**src/rtl/engine_pkg.sv**
```systemverilog
// Arbitration types and helpers shared by the state-vector access path.
package engine_pkg;

  typedef enum logic {
    OWNER_SEQ  = 1'b0,
    OWNER_HOST = 1'b1
  } arb_owner_e;

  typedef struct packed {
    logic       valid;
    arb_owner_e owner;
  } arb_tag_t;

  localparam logic [31:0] STAT_MAX = 32'hFFFF_FFFF;

  function automatic logic [31:0] sat_inc32(input logic [31:0] v, input logic en);
    return (en && v != STAT_MAX) ? v + 32'd1 : v;
  endfunction

endpackage

```
**src/rtl/fixed_point_pkg.sv**
```systemverilog
// Fixed-point amplitude types shared across the quantum engine datapath.
package fixed_point_pkg;

  typedef struct packed {
    logic signed [15:0] re;
    logic signed [15:0] im;
  } complex_t;

endpackage

```
**src/rtl/state_vector_arbiter.sv**
```systemverilog
// Shares the state-vector BRAM between SEQ (priority) and HOST; one grant per cycle, HOST forced after MAX_WAIT.
// Latency: grant and BRAM controls same cycle, read data one cycle after grant; ungranted requesters hold.
// Optional grant/stall statistics counters are built only when ARB_STATS_EN is defined.
module state_vector_arbiter
  import fixed_point_pkg::*;
  import engine_pkg::*;
#(
  parameter int ADDR_WIDTH = 10,
  parameter int MAX_WAIT   = 8
) (
  input  logic                  clk,
  input  logic                  rst,
  input  logic                  seq_req,
  input  logic                  seq_we,
  input  logic [ADDR_WIDTH-1:0] seq_addr,
  input  complex_t              seq_wdata,
  input  logic                  seq_lock,
  output logic                  seq_gnt,
  output logic                  seq_rvalid,
  output complex_t              seq_rdata,
  input  logic                  host_req,
  input  logic                  host_we,
  input  logic [ADDR_WIDTH-1:0] host_addr,
  input  complex_t              host_wdata,
  output logic                  host_gnt,
  output logic                  host_rvalid,
  output complex_t              host_rdata,
  output logic                  bram_rd_en,
  output logic [ADDR_WIDTH-1:0] bram_rd_addr,
  output logic                  bram_wr_en,
  output logic [ADDR_WIDTH-1:0] bram_wr_addr,
  output complex_t              bram_wr_data,
  input  complex_t              bram_rd_data,
  output logic [31:0]           stat_seq_cnt,
  output logic [31:0]           stat_host_cnt,
  output logic [31:0]           stat_stall_cnt
);

  localparam int WAIT_W = $clog2(MAX_WAIT + 1);
  localparam logic [WAIT_W-1:0] WAIT_SAT = WAIT_W'(MAX_WAIT);

  logic [WAIT_W-1:0] wait_cnt_q, wait_cnt_d;
  arb_tag_t          tag_q, tag_d;
  logic              host_forced;

  always_ff @(posedge clk or posedge rst) begin
    if (rst) begin
      wait_cnt_q <= '0;
      tag_q      <= '{valid: 1'b0, owner: OWNER_SEQ};
    end else begin
      wait_cnt_q <= wait_cnt_d;
      tag_q      <= tag_d;
    end
  end

  always_comb begin
    seq_gnt      = 1'b0;
    host_gnt     = 1'b0;
    bram_rd_en   = 1'b0;
    bram_rd_addr = '0;
    bram_wr_en   = 1'b0;
    bram_wr_addr = '0;
    bram_wr_data = '0;
    host_forced  = host_req && (wait_cnt_q == WAIT_SAT);

    // Lock beats the starvation guard; a saturated counter fires on the first unlocked cycle.
    if (!rst) begin
      if (seq_lock)         seq_gnt  = seq_req;
      else if (host_forced) host_gnt = 1'b1;
      else if (seq_req)     seq_gnt  = 1'b1;
      else if (host_req)    host_gnt = 1'b1;
    end

    if (seq_gnt) begin
      bram_rd_en = !seq_we;
      bram_wr_en = seq_we;
      if (seq_we) begin
        bram_wr_addr = seq_addr;
        bram_wr_data = seq_wdata;
      end else begin
        bram_rd_addr = seq_addr;
      end
    end else if (host_gnt) begin
      bram_rd_en = !host_we;
      bram_wr_en = host_we;
      if (host_we) begin
        bram_wr_addr = host_addr;
        bram_wr_data = host_wdata;
      end else begin
        bram_rd_addr = host_addr;
      end
    end

    tag_d.valid = bram_rd_en;
    tag_d.owner = host_gnt ? OWNER_HOST : OWNER_SEQ;

    if (!host_req || host_gnt)      wait_cnt_d = '0;
    else if (wait_cnt_q != WAIT_SAT) wait_cnt_d = wait_cnt_q + 1'b1;
    else                             wait_cnt_d = wait_cnt_q;
  end

  always_comb begin
    seq_rvalid  = tag_q.valid && (tag_q.owner == OWNER_SEQ);
    host_rvalid = tag_q.valid && (tag_q.owner == OWNER_HOST);
    seq_rdata   = seq_rvalid  ? bram_rd_data : '0;
    host_rdata  = host_rvalid ? bram_rd_data : '0;
  end

`ifdef ARB_STATS_EN
  logic [31:0] stat_seq_cnt_q, stat_seq_cnt_d;
  logic [31:0] stat_host_cnt_q, stat_host_cnt_d;
  logic [31:0] stat_stall_cnt_q, stat_stall_cnt_d;

  always_ff @(posedge clk or posedge rst) begin
    if (rst) begin
      stat_seq_cnt_q   <= '0;
      stat_host_cnt_q  <= '0;
      stat_stall_cnt_q <= '0;
    end else begin
      stat_seq_cnt_q   <= stat_seq_cnt_d;
      stat_host_cnt_q  <= stat_host_cnt_d;
      stat_stall_cnt_q <= stat_stall_cnt_d;
    end
  end

  always_comb begin
    stat_seq_cnt_d   = sat_inc32(stat_seq_cnt_q, seq_gnt);
    stat_host_cnt_d  = sat_inc32(stat_host_cnt_q, host_gnt);
    stat_stall_cnt_d = sat_inc32(stat_stall_cnt_q, seq_req && !seq_gnt);
  end

  assign stat_seq_cnt   = stat_seq_cnt_q;
  assign stat_host_cnt  = stat_host_cnt_q;
  assign stat_stall_cnt = stat_stall_cnt_q;
`else
  assign stat_seq_cnt   = '0;
  assign stat_host_cnt  = '0;
  assign stat_stall_cnt = '0;
`endif

endmodule

```
**config.mk**
```make
export PLATFORM = sky130hd
export DESIGN_NAME = state_vector_arbiter
export DESIGN_NICKNAME = d
export VERILOG_FILES = /design/src/rtl/engine_pkg.sv /design/src/rtl/fixed_point_pkg.sv /design/src/rtl/state_vector_arbiter.sv
export SDC_FILE = /design/constraint.sdc
export NUM_CORES = 1
export LEC_CHECK = 0
export CAP_MARGIN = 5
export CORE_AREA = 2 2 133 135
export DETAILED_ROUTE_END_ITERATION = 7
export DIE_AREA = 0 0 135 137
export GPL_TIMING_DRIVEN = 0
export PLACE_DENSITY = 0.59
export SYNTH_ARGS = -nofsm -noshare
export SYNTH_HDL_FRONTEND = slang
export SYNTH_SLANG_ARGS = --single-unit
```
**constraint.sdc**
```tcl
create_clock -name clk -period 2.39 [get_ports clk]
set_clock_uncertainty 0.05 [all_clocks]
set_input_delay 0.239 -clock clk [delete_from_list [all_inputs] [get_ports clk]]
set_output_delay 0.239 -clock clk [all_outputs]
set_load 0.02 [all_outputs]
```
# [Word level (Yosys, flattened, before mapping)]
# Cells that the tools add are included.
[word_totals] register_bits=6 output_inout_bits=218 word_cells=45
[classes] addsub=1 n_eq_ne=2 mux=30 bitwise=1 n_reduce_logical=8
[op_table] op="two-way mux 32 bit" n=6
[op_table] op="two-way mux 10 bit" n=8
[op_table] op="two-way mux 1 bit" n=14
[op_table] op="two-way mux 4 bit" n=2
[op_table] op="adder 4 x 1 -> 4 bit (second input constant)" n=1
[op_table] op="== test 4 bit (second input constant)" n=1
[op_table] op="!= test 4 bit (second input constant)" n=1
[op_table] op="logical AND 1 bit" n=3
[op_table] op="zero test 1 bit" n=3
[op_table] op="nonzero test 2 bit" n=1
[op_table] op="logical OR 1 bit" n=1
[op_table] op="NOT 1 bit" n=1

# [Depth between registers and ports, before layout]
[depth] word_depth=7 mapped_depth=6

# [Least setup slack after synthesis]
# No wires, ideal clock.
[synth_timing] path_kind="register -> output" from="register wait_cnt_q[0]" to="output bram_rd_addr[8]" t_arrival_ns=1.987 required_ns=2.101 path_slack_ns=0.114 path_stages_with_launch=6 n_path_buf=0 path_cell_list="dfrtp_1 inv_1 ha_1 nand3b_4 a2111oi_2 a32o_1"
[synth_via] elab_chain_len=7 word_cells_on_any_way=10 cone_classes="eq/ne (1); mux (8); reduce/logical (1)"
[synth_lines] element="start, declared" line="state_vector_arbiter.sv:42" text="logic [WAIT_W-1:0] wait_cnt_q, wait_cnt_d;"
[synth_lines] element="start signal, assigned" line="state_vector_arbiter.sv:51" text="wait_cnt_q <= wait_cnt_d;"
[synth_lines] element="== test 4 bit" line="state_vector_arbiter.sv:64" text="host_forced = host_req && (wait_cnt_q == WAIT_SAT);"
[synth_lines] element="logical AND 1 bit" line="state_vector_arbiter.sv:64"
[synth_lines] element="two-way mux 1 bit" line="state_vector_arbiter.sv:69" text="else if (host_forced) host_gnt = 1'b1;"
[synth_lines] element="two-way mux 1 bit" line="state_vector_arbiter.sv:68" text="if (seq_lock) seq_gnt = seq_req;"
[synth_lines] element="two-way mux 1 bit" line="state_vector_arbiter.sv:67" text="if (!rst) begin"
[synth_lines] element="named net host_gnt" line="state_vector_arbiter.sv:25" text="output logic host_gnt,"
[synth_lines] element="two-way mux 10 bit" line="state_vector_arbiter.sv:83" text="end else if (host_gnt) begin"
[synth_lines] element="two-way mux 10 bit" line="state_vector_arbiter.sv:74" text="if (seq_gnt) begin"
[synth_lines] element="end, declared" line="state_vector_arbiter.sv:29" text="output logic [ADDR_WIDTH-1:0] bram_rd_addr,"
# The timed path passes the listed nets, and every way through them passes these cells.

# [Worst setup path after layout]
[layout_timing] from="register wait_cnt_q[1]" to="output bram_wr_addr[7]"
[layout_via] elab_chain_len=7 word_cells_on_any_way=10 cone_classes="eq/ne (1); mux (8); reduce/logical (1)"
[layout_lines] element="== test 4 bit *" line="state_vector_arbiter.sv:64"
[layout_lines] element="logical AND 1 bit *" line="state_vector_arbiter.sv:64"
[layout_lines] element="two-way mux 1 bit" line="state_vector_arbiter.sv:69"
[layout_lines] element="two-way mux 1 bit" line="state_vector_arbiter.sv:68"
[layout_lines] element="two-way mux 1 bit" line="state_vector_arbiter.sv:67"
[layout_lines] element="two-way mux 10 bit" line="state_vector_arbiter.sv:83"
[layout_lines] element="two-way mux 10 bit *" line="state_vector_arbiter.sv:74"
[layout_lines] element="end, declared" line="state_vector_arbiter.sv:31" text="output logic [ADDR_WIDTH-1:0] bram_wr_addr,"
# Every way passes the cells marked *; elsewhere a longest branch is shown, timed or not.

==> reports/metrics.yaml <==
status: "completed"
grt_use_total_pct: 10.1
total_power_mw: 1.18
synth_flop_cell: "dfrtp_1"
core-area_um2: 17100
start_util_pct: 12.5
die_x_um: 135
dp_cells: 837
synth-seq-cells: 6
fmax_mhz: 432
ys_types: 33
routed_wl_mm: 10.4
r2r-start: "wait_cnt_q[1]$_DFFE_PP0P_"
maxSlewViolCount: 0
crit_buf_inv: 4
yosysSeqAreaShare_pct: 7.02
end_kind: "output pin"
clk-insertion-delay-late_ns: 0.23
place_congestion: 0.746
path_clk_slew_ns: 0.03
portBuffers: 244
fin_crit_sh_pct: 96.9
regArea_um2: 151
antenna_found_initial: 0
vias_per_cell: 3.41
worst_hold_slack_ns: 0.178
ant_nets: 0
cts_tree: "built"
rows: 48
overflow: 0
post-route-drc-count: 0
crit_arrival_ns: 2.03
min_period_ns: 2.32
setup_viol: 0
cp_cell_sequence: "inv_2 > ha_4 > nand3b_4 > a2111oi_4 > buf_4 > buf_6 > a22o_1 > buf_4"
hpwlAfterDp_mm: 9.14
routedWlPerCell_um: 12.1
die_area_um2: 18500
reg2reg_depth: 6
power_density_nw_per_um2: 224
ios: 341
multiInputGateArea_um2: 1540
fin_nets: 756
netlist_area_um2: 2140
worstReg2RegEnd: "wait_cnt_q[3]$_DFFE_PP0P_"
cap_violations: 0
hold_buffers: 0
hold_viol: 0
dr.pass1.iters: 4
htreeDepth: 1
die_y_um: 137
leakagePower_nw: 2.71
startpoint_type: "flip-flop"
ys_warn_count: 0
path_class: "flip-flop to output pin"
cts.sinks: 6
slowest_delay_ns: 0.40
grt_pass1_vias: 2764
cpMostUsedCell: "buf_4"
crit_slowest_cell: "dfrtp_1"
num_antenna_cells: 0
crit_required_ns: 2.10
async_reset_ff_share_pct: 100
fill_cells: 1865
clk_path_buf_depth: 2
hp-class: "input pin to async pin"
path_max_fanout: 10
crit_family: "buffers and inverters"
syn_area_per_cell_um2: 7.84
cts_buffers: 3
dpl_worst_slack_ns: -0.528
syn_to_final_growth_pct: 145
syn_inst: 273
rrSetupSlack_ns: 0.84
cts_root_buf: "clkbuf_16"
drt_iter0_drc: 80
drive_gt1_share_pct: 30.5
synth_edf_count: 0
route.vias.total: 2910
fin_ws_ns: 0.0749
grt_max_degree: 11
layout.cells.non_filler: 854
grt_pass1_wl_mm: 14.8
irDropWorstVdd_mv: 0.224
## registers in the layout, indices dropped and copies added, names as in the netlist
name	flops
wait_cnt_q	4
tag_q	2
## timing repair
item,4_1_cts,5_1_grt
pin swaps,3,3
gates resized for setup,203,39
setup buffers,10,4
endpoints found under the setup margin,86,58
## kinds of logic after synthesis
kind of cell    count (synthesis)  share of synthesized area (%)
other cells                     1                          0.175
xor+xnor                        2                          0.819
fa+ha+maj                       2                           1.17
buf+inv                       120                           40.1
flops                           6                           7.02
compound gates                 62                           27.0
simple gates                   80                           23.8
## layout by cell type (no fill, tap or decap), types with 5 or more instances in the layout
cell | synthesis | routed
a22o_1 | 50 | 50
and2_1 | 33 | 33
and3_1 | 32 | 32
buf_2 | 1 | 45
buf_4 | 100 | 114
buf_6 | 4 | 8
clkbuf_1 | 9 | 6
clkbuf_2 | 0 | 6
clkdlybuf4s50_1 | 0 | 184
conb_1 | 1 | 96
dfrtp_1 | 6 | 5
dlygate4sd2_1 | 0 | 6
## power breakdown
group / internal (mW) / total [mW] / switching, mW
registers: 0.108 / 0.116 / 0.00770
clock network: 0.214 / 0.268 / 0.0538
logic: 0.415 / 0.792 / 0.376
total: 0.738 / 1.18 / 0.438
## cell usage after synthesis, drive strengths merged (2+ instances only)
master / n / share of area, %
buf: 105 / 37
nor3: 2 / 0.47
a21oi: 2 / 0.99
clkbuf: 9 / 1.6
dfrtp: 6 / 7.0
ha: 2 / 1.2
and2: 33 / 9.6
nor2b: 2 / 0.58
inv: 6 / 1.1
a22o: 50 / 20
nand2: 4 / 0.70
a211oi: 2 / 1.3
a32o: 2 / 0.94
and3: 32 / 9.4
or2: 2 / 0.58
a2111oi: 2 / 2.0
## stage by stage
step	utilization, %	instance area, µm²	TNS (ns)
2_1_floorplan	-	2500	0
3_3_place_gp	30.6	5220	-26.78
3_5_place_dp	30.6	5220	-27.42
4_1_cts	31.4	5350	0
5_1_grt	30.7	5240	-0.0677
6_report	30.7	5240	0
## metal layers
layer | track usage [%] | part of all wire [%] | wire length [µm] | vias up
met5 | 0 | 0 | 0 | -
met4 | 1.68 | 1.1 | 119 | 0
met3 | 2.67 | 9.0 | 935 | 8
met2 | 19.3 | 53 | 5480 | 183
met1 | 11.3 | 37 | 3820 | 1233
li1 | - | - | - | 1486
## layout make-up
class / count / share of cell area [%]
timing repair buffer: 258 / 44.3
multi-input combinational: 242 / 29.3
buffer: 114 / 16.3
tap: 225 / 5.38
sequential: 6 / 2.89
clock buffer: 3 / 1.43
inverter: 6 / 0.430
## worst register-to-register path: cells and delay by family (launching register included)
kind | cells | cell delay, ns
buffers and inverters | 2 | 0.28
adders and majority gates | 1 | 0.14
AOI/OAI and AO/OA | 1 | 0.40
and+or+nand+nor | 2 | 0.16
DFF | 1 | 0.40
## worst max path at each step
stage          slack, ns  cells past startpoint          endpoint                       from
2_1_floorplan       0.11                      5   bram_rd_addr[8]  wait_cnt_q[0]$_DFFE_PP0P_
3_3_place_gp       -0.53                      6  bram_wr_data[26]                   host_req
3_5_place_dp       -0.53                      6   bram_wr_addr[7]                   host_req
4_1_cts           0.0005                      8  bram_wr_data[10]  wait_cnt_q[1]$_DFFE_PP0P_
5_1_grt            -0.01                      8  bram_wr_data[18]  wait_cnt_q[1]$_DFFE_PP0P_
6_report            0.07                      8   bram_wr_addr[7]  wait_cnt_q[1]$_DFFE_PP0P_
Note: power is estimated with default switching activity, not from simulation.
